==> config.mk <==
export PLATFORM = sky130hd
export DESIGN_NAME = cpu_phase_gen
export DESIGN_NICKNAME = d
export VERILOG_FILES = /design/src/rtl/cpu_phase_gen.sv
export SDC_FILE = /design/constraint.sdc
export NUM_CORES = 1
export LEC_CHECK = 0
export ABC_AREA = 1
export CORE_MARGIN = 2
export CORE_UTILIZATION = 45
export CTS_BUF_LIST = sky130_fd_sc_hd__clkbuf_4 sky130_fd_sc_hd__clkbuf_8
export DETAILED_ROUTE_END_ITERATION = 8
export PLACE_DENSITY = 0.69
export SKIP_CTS_REPAIR_TIMING = 1
export SLEW_MARGIN = 20
export SYNTH_ARGS = -nofsm -noshare
export SYNTH_HDL_FRONTEND = slang
export SYNTH_SLANG_ARGS = --single-unit
==> constraint.sdc <==
create_clock -name clk -period 4 [get_ports clk]
set_input_delay 0.8 -clock clk [delete_from_list [all_inputs] [get_ports clk]]
set_output_delay 0.8 -clock clk [all_outputs]
set_load 0.02 [all_outputs]
==> src/rtl/cpu_phase_gen.sv <==
// cpu_phase_gen
//   Phase timing generator for the multi-cycle CPU. Drives a one-hot phase
//   bus (IF, ID, EX, MEM, WB for NPHASE=5) and sequences it through run,
//   halt, single-step and fault-stop control. It also keeps cycle and
//   retired-instruction counters for the debug console.
//
// Optional build macro: CPU_PHASE_STEP_EN
//   When defined, a step_req pulse in HALT executes exactly one instruction.
//   When undefined, step_req is ignored but the port is kept.
//
// Ports
//   clk        in   system clock; all state changes on the rising edge
//   reset      in   synchronous, active-high reset
//   run        in   level: 1 = execute, 0 = stop at next instruction boundary
//   halt_req   in   pulse: stop at next instruction boundary
//   step_req   in   pulse: execute one instruction from HALT (step build only)
//   stall      in   hold the current phase (memory wait)
//   instr_done in   current phase is the final phase of this instruction
//   err        in   ALU/CU error; forces a sticky fault stop
//   p          out  one-hot phase, all-zero when not executing
//   running    out  1 in RUN
//   halted     out  1 in HALT
//   fault      out  1 in FAULT (sticky until reset)
//   cyc_cnt    out  cycles spent in RUN, including stalled cycles
//   instr_cnt  out  retired instructions
module cpu_phase_gen #(
  parameter int unsigned NPHASE = 5,
  parameter int unsigned CNT_W  = 32
) (
  input  logic              clk,
  input  logic              reset,
  input  logic              run,
  input  logic              halt_req,
  input  logic              step_req,
  input  logic              stall,
  input  logic              instr_done,
  input  logic              err,
  output logic [NPHASE-1:0] p,
  output logic              running,
  output logic              halted,
  output logic              fault,
  output logic [CNT_W-1:0]  cyc_cnt,
  output logic [CNT_W-1:0]  instr_cnt
);

  typedef enum logic [1:0] {
    S_IDLE,
    S_RUN,
    S_HALT,
    S_FAULT
  } state_t;

  localparam logic [NPHASE-1:0] P_FIRST = {{(NPHASE-1){1'b0}}, 1'b1};

`ifdef CPU_PHASE_STEP_EN
  localparam logic STEP_EN = 1'b1;
`else
  localparam logic STEP_EN = 1'b0;
`endif

  state_t              r_state;
  logic                r_pend;   // halt requested, not yet honoured
  logic                r_step;   // current instruction was started by a step

  state_t              w_state_nxt;
  logic [NPHASE-1:0]   w_p_nxt;
  logic                w_pend_nxt;
  logic                w_step_nxt;
  logic [CNT_W-1:0]    w_cyc_nxt;
  logic [CNT_W-1:0]    w_icnt_nxt;
  logic                w_boundary;
  logic                w_stop_at_boundary;
  logic                w_step_go;

  assign w_step_go          = STEP_EN & step_req;
  assign w_boundary         = instr_done | p[NPHASE-1];
  assign w_stop_at_boundary = r_pend | halt_req | ~run | r_step;

  always_comb begin
    w_state_nxt = r_state;
    w_p_nxt     = p;
    // A halt request is remembered until RUN is entered or run is dropped;
    // while remembered it blocks an automatic restart from IDLE/HALT.
    w_pend_nxt  = halt_req | (r_pend & run);
    w_step_nxt  = r_step;
    w_cyc_nxt   = cyc_cnt;
    w_icnt_nxt  = instr_cnt;

    unique case (r_state)
      S_IDLE, S_HALT: begin
        if (run && !r_pend && !halt_req) begin
          w_state_nxt = S_RUN;
          w_p_nxt     = P_FIRST;
          w_pend_nxt  = 1'b0;
          w_step_nxt  = 1'b0;
        end else if (r_state == S_HALT && w_step_go) begin
          w_state_nxt = S_RUN;
          w_p_nxt     = P_FIRST;
          w_pend_nxt  = 1'b0;
          w_step_nxt  = 1'b1;
        end
      end

      S_RUN: begin
        w_cyc_nxt = cyc_cnt + CNT_W'(1);
        if (err) begin
          w_state_nxt = S_FAULT;
          w_p_nxt     = '0;
          w_pend_nxt  = 1'b0;
          w_step_nxt  = 1'b0;
        end else if (stall) begin
          w_p_nxt = p;
        end else if (w_boundary) begin
          w_icnt_nxt = instr_cnt + CNT_W'(1);
          if (w_stop_at_boundary) begin
            w_state_nxt = S_HALT;
            w_p_nxt     = '0;
            w_step_nxt  = 1'b0;
          end else begin
            w_p_nxt = P_FIRST;
          end
        end else begin
          w_p_nxt = p << 1;
        end
      end

      S_FAULT: begin
        w_p_nxt    = '0;
        w_pend_nxt = 1'b0;
      end

      default: begin
        w_state_nxt = S_IDLE;
        w_p_nxt     = '0;
        w_pend_nxt  = 1'b0;
        w_step_nxt  = 1'b0;
      end
    endcase
  end

  always_ff @(posedge clk) begin
    if (reset) begin
      r_state   <= S_IDLE;
      r_pend    <= 1'b0;
      r_step    <= 1'b0;
      p         <= '0;
      running   <= 1'b0;
      halted    <= 1'b0;
      fault     <= 1'b0;
      cyc_cnt   <= '0;
      instr_cnt <= '0;
    end else begin
      r_state   <= w_state_nxt;
      r_pend    <= w_pend_nxt;
      r_step    <= w_step_nxt;
      p         <= w_p_nxt;
      running   <= (w_state_nxt == S_RUN);
      halted    <= (w_state_nxt == S_HALT);
      fault     <= (w_state_nxt == S_FAULT);
      cyc_cnt   <= w_cyc_nxt;
      instr_cnt <= w_icnt_nxt;
    end
  end

endmodule

==> impl_metrics.csv, run 1 <==
group,metric,value,unit
routing,wl_per_cell,12.4,µm
critical_path,start_kind,"flop",
critical_path,worstPathCellList,"clkdlybuf4s50_1",
grt,track_usage,0.211,
logic_synthesis,ys_seq_elements,75,
critical_path,max_stage_delay,0.66,ns
routing,drtAntennaViolNets,0,
clock_network,clk_latency,0.36,ns
grt,overflow,0,
die,fp.coreArea,0.00864,mm²
logic_synthesis,synth-edff-count,0,
clock_network,cts_root_buf,"clkbuf_8",
routing,dr.first_iter.drc_count,186,
sta,period_minus_slack,2.30,ns
sta,rsz0062_at_grt,"no",
job,cap_violations,0,
routing,first_pass_iters,5,
routing,avgViaCountPerCell,5.03,
logic_synthesis,avgSynthCellArea,6.66,µm²
status,outcome,"finished, final reports clean",
sta,relSlewSlack,0.576,
sta,fin_crit_sh,0.575,
die,fp.dieH,98.1,µm
routing,wl,9.78,mm
clock_network,cts_max_path_buffers,2,
critical_path,reg2reg_setup_slack,2.35,ns
sta,hold-worst-slack,0.493,ns
clock_network,numClockSinks,75,
die,ios,80,
critical_path,r2r-end,"instr_cnt[14]$_SDFFE_PP0P_",
worst_hold_path,hp-start,"p[1]$_SDFFE_PP0P_",
die,rows,34,
grt,antenna_found_initial,0,
worst_hold_path,hold_path_class,"flop to flop",
logic_synthesis,netlist_instances,598,
logic_synthesis,synth_area,0.00398,mm²
critical_path,crit_arrival,1.50,ns
cells_and_area,fin_nets,689,
clock_network,cts_tree,"yes",
logic_synthesis,yosysWarnings,0,
routing,drc,0,
die,start_util,0.461,
grt,grt_first_pass_wirelength,17.0,mm
worst_hold_path,whs_path_depth,2,
power_and_ir_drop,ir_drop,147,µV
cells_and_area,fillers,824,
power_and_ir_drop,powerDensity,296,mW/mm²
critical_path,r2r_start,"instr_cnt[1]$_SDFFE_PP0P_",
place,dp_hpwl,7.05,mm
logic_synthesis,yosysSeqAreaShare,0.377,
die,dieArea,0.00962,mm²
sta,tns,0,ns
logic_synthesis,synthFlopType,"dfxtp_1",
clock_network,cts.htree.levels,3,
sta,drv_slew,0,
grt,grt_pass1_vias,3798,
sta,finalHoldViolCount,0,
cells_and_area,drive_above_1_share,0.0776,
critical_path,path_buf_inv,1,
cells_and_area,antenna_cells,0,
critical_path,required,3.20,ns
cells_and_area,syn2layout_area_growth,27.5,%
place,io_buffers,78,
critical_path,critPathCaptureType,"output pin",
critical_path,cp_max_fo,6,
die,die-width,98.1,µm
critical_path,worst-setup-path-type,"flop to output pin",
place,gp_congestion,0.874,
sta,fmax,434,MHz
critical_path,slowest_stage,"clkdlybuf4s50_1",
sta,tightest_slew,0.635,ns
clock_network,clk_pin_slew,0.09,ns
critical_path,critPathTopFamily,"buffers and inverters",
routing,vias,3976,
power_and_ir_drop,power_leakage,1.81,nW
logic_synthesis,postSynth.asyncResetShare,0,
clock_network,numCtsBuffers,9,
worst_hold_path,min_to,"p[1]$_SDFFE_PP0P_",
grt,grt_max_degree,35,
logic_synthesis,syn_nets,608,
sta,skew,0.0150,ns
sta,setup_viol,0,
logic_synthesis,synth_cell_types,35,
critical_path,r2r_cells,8,
-- power breakdown --
group          switching, mW  leakage [nW]  internal [mW]  total, mW
combinational         0.0530          1.09         0.0300     0.0831
sequential           0.00602         0.605          0.753      0.759
clock                  0.300         0.111          0.361      0.661
-- area by class of cell --
class | instances | area (µm²) | area share
multi-input cells | 440 | 2150 | 0.424
clock inverters | 5 | 86.3 | 0.0170
flip-flops and latches | 75 | 1500 | 0.296
repair buffers | 80 | 796 | 0.157
clock buffers | 10 | 131 | 0.0259
well taps | 108 | 135 | 0.0266
inverters | 73 | 274 | 0.0540
-- sequential cells by signal, indices dropped and copies added (netlist names) --
signal and count:
p 5, running 1, cyc_cnt 32, halted 1, r_state 2, fault 1, instr_cnt 32, r_pend 1
-- cells in the final DEF, fill, tap and decap left out, types with 2 or more instances in the layout --
master	netlist	final
xor2_1	7	7
a21oi_1	30	30
a211oi_1	3	3
nand3b_1	2	2
nand2_1	140	140
o21ai_0	18	18
inv_6	0	2
nand3_1	38	38
dfxtp_1	75	75
buf_4	0	2
nor2_8	2	2
inv_2	3	3
nand4_1	19	19
inv_1	70	70
nor3_1	17	17
nand2_2	7	7
o21bai_1	7	7
bufinv_16	0	2
nor2_4	9	9
ha_1	2	2
o21a_1	2	2
nor2_1	114	114
and3_1	2	2
clkdlybuf4s50_1	0	78
nor2_2	9	9
clkbuf_8	0	9
nand3_2	2	2
-- cells in the mapped netlist (3+ instances only) --
library cell,number,area share
xor2_1,7,0.015
nor2_4,9,0.025
nor2_2,9,0.014
nand4_1,19,0.030
nand3_1,38,0.048
nor2_1,114,0.11
nor3_1,17,0.021
a21oi_1,30,0.038
o21ai_0,18,0.023
nand2_1,140,0.13
nand2_2,7,0.011
a211oi_1,3,0.0057
inv_1,70,0.066
inv_2,3,0.0028
dfxtp_1,75,0.38
clkbuf_1,7,0.0066
o21bai_1,7,0.013
-- worst max-delay path by stage --
stage / startpoint / endpoint / slack (ns) / cells after the start
floorplan: err / instr_cnt[27]$_SDFFE_PP0P_ / 2.24 / 9
global route: err / instr_cnt[20]$_SDFFE_PP0P_ / 1.59 / 10
finish: instr_cnt[12]$_SDFFE_PP0P_ / instr_cnt[12] / 1.70 / 1
detailed placement: err / instr_cnt[14]$_SDFFE_PP0P_ / 1.33 / 9
CTS: instr_cnt[6]$_SDFFE_PP0P_ / instr_cnt[6] / 1.71 / 1
global placement: err / instr_cnt[14]$_SDFFE_PP0P_ / 1.38 / 9
-- layer usage --
metal / vias up / global-route usage / wire (µm)
met1: 1802 / 0.275 / 4710
met5: - / 0 / 0
met4: 0 / 0.0513 / 48
met2: 87 / 0.350 / 4550
met3: 6 / 0.0537 / 463
li1: 2081 / - / -
-- stage by stage --
step	worst slack [ns]	utilization	cell area, µm²	power, mW	cells
2_1_floorplan	2.24	-	3980	0.831	598
3_3_place_gp	1.38	0.563	4860	0.858	776
3_5_place_dp	1.33	0.563	4860	0.860	776
4_1_cts	1.71	0.588	5080	1.52	791
5_1_grt	1.59	0.588	5080	1.56	791
6_report	1.70	0.588	5080	1.50	791
-- kinds of logic after synthesis --
group,synth area share
AND/OR/NAND/NOR,0.429
buffers and inverters,0.0820
flip-flops,0.377
AO/OA/AOI/OAI,0.0880
XOR/XNOR,0.0176
adder cells (fa/ha/maj),0.00628
(Power assumes the default switching activity.)
==> run 2, diff against run 1 <==
PLACE_DENSITY = 0.72   (was 0.69)
clock period = 1.85 ns   (was 4 ns; I/O delays follow)
==> impl_metrics.csv, run 2 (same netlist as run 1, synthesis figures left out) <==
group,metric,value,unit
status,outcome,"finished, final reports clean",
critical_path,path_buf_inv,1,
job,cap_violations,0,
sta,skew,0.00923,ns
routing,vias,4063,
critical_path,slowest_stage,"clkdlybuf4s50_1",
sta,finalHoldViolCount,0,
routing,avgViaCountPerCell,5.05,
clock_network,numClockSinks,75,
clock_network,cts_tree,"yes",
cells_and_area,top_regs,"cyc_cnt: 32 flops, instr_cnt: 32 flops, p: 5 flops",
cells_and_area,layout_common_cells,"140 x nand2_1, 114 x nor2_1, 75 x dfxtp_1, 70 x inv_1, 60 x clkdlybuf4s50_1",
sta,hold-worst-slack,0.484,ns
sta,drv_slew,0,
critical_path,critPathCaptureType,"output pin",
grt,overflow,0,
critical_path,crit_arrival,1.43,ns
grt,grt_pass1_vias,3727,
cells_and_area,syn2layout_area_growth,31.6,%
critical_path,start_kind,"flop",
cells_and_area,fillers,826,
routing,drc,0,
die,rows,34,
place,placed_cells,788,
sta,fmax,557,MHz
clock_network,numCtsBuffers,9,
place,dp_hpwl,7.37,mm
cells_and_area,fin_nets,701,
routing,wl_per_cell,12.4,µm
cells_and_area,layout_commonest_cell,"nand2_1",
critical_path,worstPathCellList,"clkdlybuf4s50_1",
critical_path,worst-setup-path-type,"flop to output pin",
sta,period_minus_slack,1.80,ns
place,io_buffers,78,
critical_path,critPathTopFamily,"buffers and inverters",
routing,wl,9.99,mm
place,gp_congestion,0.852,
sta,tightest_slew,0.393,ns
power_and_ir_drop,power_leakage,2.21,nW
die,ios,80,
critical_path,max_stage_delay,0.64,ns
power_and_ir_drop,powerDensity,620,mW/mm²
cells_and_area,antenna_cells,0,
grt,track_usage,0.212,
sta,fin_crit_sh,0.971,
power_and_ir_drop,ir_drop,389,µV
worst_hold_path,hold_path_class,"flop to flop",
grt,grt_max_degree,35,
grt,antenna_found_initial,0,
cells_and_area,finalNonFillerCells,804,
clock_network,clk_pin_slew,0.08,ns
die,fp.dieH,98.1,µm
cells_and_area,drive_above_1_share,0.0948,
sta,rsz0062_at_grt,"no",
die,fp.coreArea,0.00864,mm²
die,start_util,0.461,
critical_path,required,1.48,ns
critical_path,cp_max_fo,5,
routing,first_pass_iters,4,
clock_network,cts_root_buf,"clkbuf_8",
power_and_ir_drop,power,3.25,mW
clock_network,cts.htree.levels,3,
die,dieArea,0.00962,mm²
clock_network,cts_max_path_buffers,2,
die,die-width,98.1,µm
sta,relSlewSlack,0.735,
clock_network,clk_latency,0.34,ns
routing,dr.first_iter.drc_count,137,
sta,setup_viol,0,
routing,drtAntennaViolNets,0,
grt,grt_first_pass_wirelength,17.0,mm
run 2: changes by cell type in the layout (fill, tap and decap cells not counted), sizes merged:
cell           delta
buf              +12
clkdlybuf4s50    -18
clkinvlp          +2
dlymetal6s2s     +18
inv               -1
run 2: worst paths after layout:
| kind | slack (ns) | startpoint | depth (start not counted) | endpoint |
|---|---|---|---|---|
| max | 0.05 | cyc_cnt[8]$_SDFFE_PP0P_ | 1 | cyc_cnt[8] |
| min | 0.48 | p[3]$_SDFFE_PP0P_ | 2 | p[3]$_SDFFE_PP0P_ |
| max reg2reg | 0.23 | cyc_cnt[1]$_SDFFE_PP0P_ | 8 | cyc_cnt[20]$_SDFFE_PP0P_ |
| min reg2reg | 0.48 | p[3]$_SDFFE_PP0P_ | 2 | p[3]$_SDFFE_PP0P_ |
run 2: cell type report:
class                      count  area (µm²)  share of cell area
inverter                      73         274              0.0523
sequential                    75        1500               0.287
clock buffer                  10         131              0.0251
clock inverter                 6        88.8              0.0170
tap                          108         135              0.0258
timing repair buffer          92         956               0.182
multi-input combinational    440        2150               0.411
run 2: metrics by stage:
stage / instance area [µm²] / util / TNS, ns / setup WS, ns
final: 5240 / 0.607 / 0 / 0.0535
after global routing: 5240 / 0.607 / 0 / 0.000275
after CTS: 5190 / 0.602 / 0 / 0.00166
after detailed placement: 4970 / 0.576 / -1.81 / -0.181
after global placement: 4970 / 0.576 / -0.593 / -0.111
after floorplan: 3980 / - / 0 / 0.238
run 2: worst register-to-register path, stage by stage (launching register included):
cell	delay, ns
dfxtp_1	0.40
ha_1	0.19
nand3_1	0.13
nor2_2	0.18
nand2_2	0.13
nor2_2	0.20
nand2_1	0.09
o21ai_0	0.14
a21oi_1	0.05
run 2: per-layer routing:
layer | global-route usage | share of wire
met1 | 0.276 | 0.45
met2 | 0.359 | 0.48
met3 | 0.0429 | 0.062
met4 | 0.0577 | 0.011
met5 | 0 | 0
run 2: report_power, final:
group / switching [mW] / internal, mW / total (mW)
Sequential: 0.0123 / 1.63 / 1.64
Clock: 0.629 / 0.778 / 1.41
Combinational: 0.120 / 0.0803 / 0.201
==> run 3, diff against run 2 <==
CORE_ASPECT_RATIO = 0.6   (was not set)
PLACE_DENSITY = 0.69   (was 0.72)
RECOVER_POWER = 50   (was not set)
clock period = 2.3 ns   (was 1.85 ns; I/O delays follow)
==> impl_metrics.csv, run 3 (same netlist as run 1, synthesis figures left out) <==
group,metric,value,unit
clock_network,cts_max_path_buffers,2,
clock_network,numClockSinks,75,
grt,grt_max_degree,35,
routing,drtAntennaViolNets,0,
die,die-width,125,µm
sta,fmax,500,MHz
grt,track_usage,0.230,
cells_and_area,layout_commonest_cell,"nand2_1",
grt,grt_pass1_vias,3568,
place,placed_cells,783,
clock_network,clk_latency,0.36,ns
sta,drv_slew,0,
grt,grt_first_pass_wirelength,17.9,mm
sta,period_minus_slack,2.00,ns
cells_and_area,finalNonFillerCells,799,
critical_path,max_stage_delay,0.80,ns
sta,tns,0,ns
critical_path,cp_max_fo,22,
sta,fin_crit_sh,0.869,
clock_network,numCtsBuffers,9,
die,start_util,0.465,
place,io_buffers,78,
critical_path,start_kind,"input port",
place,gp_congestion,0.923,
critical_path,required,2.59,ns
die,fp.coreArea,0.00856,mm²
die,ios,80,
routing,avgViaCountPerCell,5.09,
job,cap_violations,0,
place,dp_hpwl,8.04,mm
critical_path,worstPathCellList,"dlygate4sd3_1, inv_1, clkbuf_1, o21ai_0, a21oi_1",
die,rows,26,
power_and_ir_drop,powerDensity,547,mW/mm²
grt,top_usage_layer,"met1",
sta,finalHoldViolCount,0,
grt,grt.met3_usage,0.0719,
die,dieArea,0.00964,mm²
routing,first_pass_iters,5,
sta,skew,0.00795,ns
critical_path,crit_arrival,2.28,ns
status,outcome,"finished, final reports clean",
critical_path,worst-setup-path-type,"input port to flop",
critical_path,critPathCaptureType,"flop",
clock_network,clk_pin_slew,0.08,ns
cells_and_area,layout_common_cells,"145 x nand2_1, 117 x nor2_1, 75 x dfxtp_1, 70 x inv_1, 68 x clkdlybuf4s50_1",
sta,setup_viol,0,
cells_and_area,postLayoutCoreUtil,0.594,
cells_and_area,antenna_cells,0,
cells_and_area,syn2layout_area_growth,27.7,%
sta,relSlewSlack,0.280,
routing,dr.first_iter.drc_count,306,
grt,overflow,0,
routing,wl,10.7,mm
grt,antenna_found_initial,0,
cells_and_area,top_regs,"cyc_cnt: 32 flops, instr_cnt: 32 flops, p: 5 flops",
grt,grt_use_met2,0.306,
cells_and_area,fin_nets,692,
sta,rsz0062_at_grt,"no",
power_and_ir_drop,power_leakage,1.85,nW
grt,grtUsageMet1,0.350,
clock_network,cts.htree.levels,3,
power_and_ir_drop,ir_drop,313,µV
cells_and_area,drive_above_1_share,0.0655,
routing,wl_per_cell,13.4,µm
routing,vias,4063,
clock_network,cts_tree,"yes",
sta,tightest_slew,1.08,ns
clock_network,cts_root_buf,"clkbuf_8",
die,fp.dieH,76.9,µm
worst_hold_path,hold_path_class,"flop to flop",
critical_path,slowest_stage,"clkbuf_1",
routing,drc,0,
-- run 3: report_power, final --
part           leakage [nW]  internal [mW]  total [mW]  switching (mW)
Sequential            0.605           1.31        1.32          0.0101
Clock                 0.133          0.808        1.31           0.506
Combinational          1.11         0.0514       0.144          0.0926
-- run 3: path summary, 6_finish.rpt --
kind / slack [ns] / depth (start not counted) / from / endpoint
min reg2reg: 0.49 / 2 / p[2]$_SDFFE_PP0P_ / p[2]$_SDFFE_PP0P_
max: 0.30 / 5 / reset / cyc_cnt[0]$_SDFFE_PP0P_
min: 0.49 / 2 / p[2]$_SDFFE_PP0P_ / p[2]$_SDFFE_PP0P_
max reg2reg: 0.36 / 9 / r_state[1]$_SDFF_PP0_ / instr_cnt[30]$_SDFFE_PP0P_
-- run 3: area by class of cell --
| type | count | area, µm² |
|---|---|---|
| Timing Repair Buffer | 83 | 808 |
| Inverter | 73 | 274 |
| Fill cell | 820 | 3470 |
| Clock inverter | 4 | 95.1 |
| Sequential cell | 75 | 1500 |
| Tap cell | 112 | 140 |
| Clock buffer | 12 | 165 |
| Multi-Input combinational cell | 440 | 2100 |
-- run 3: worst max-delay path: cells and delay by family --
family	cells	cell delay (ns)
AOI/OAI and AO/OA	2	0.39
buffers and inverters	3	1.42
-- run 3: metrics by stage --
stage               power, mW  setup WS (ns)  cell area (µm²)  hold slack (ns)
CTS                      2.81          0.325             5150            0.494
finish                   2.78          0.301             5080            0.490
global placement         1.50          0.233             4890            0.474
floorplan                1.45          0.688             3980            0.467
detailed placement       1.50          0.198             4890            0.480
global route             2.89          0.166             5080            0.519
-- run 3: metal layers --
layer / share of wire / wire (µm)
met1: 0.53 / 5660
met2: 0.38 / 4100
met3: 0.079 / 841
met4: 0.0097 / 104
met5: 0 / 0
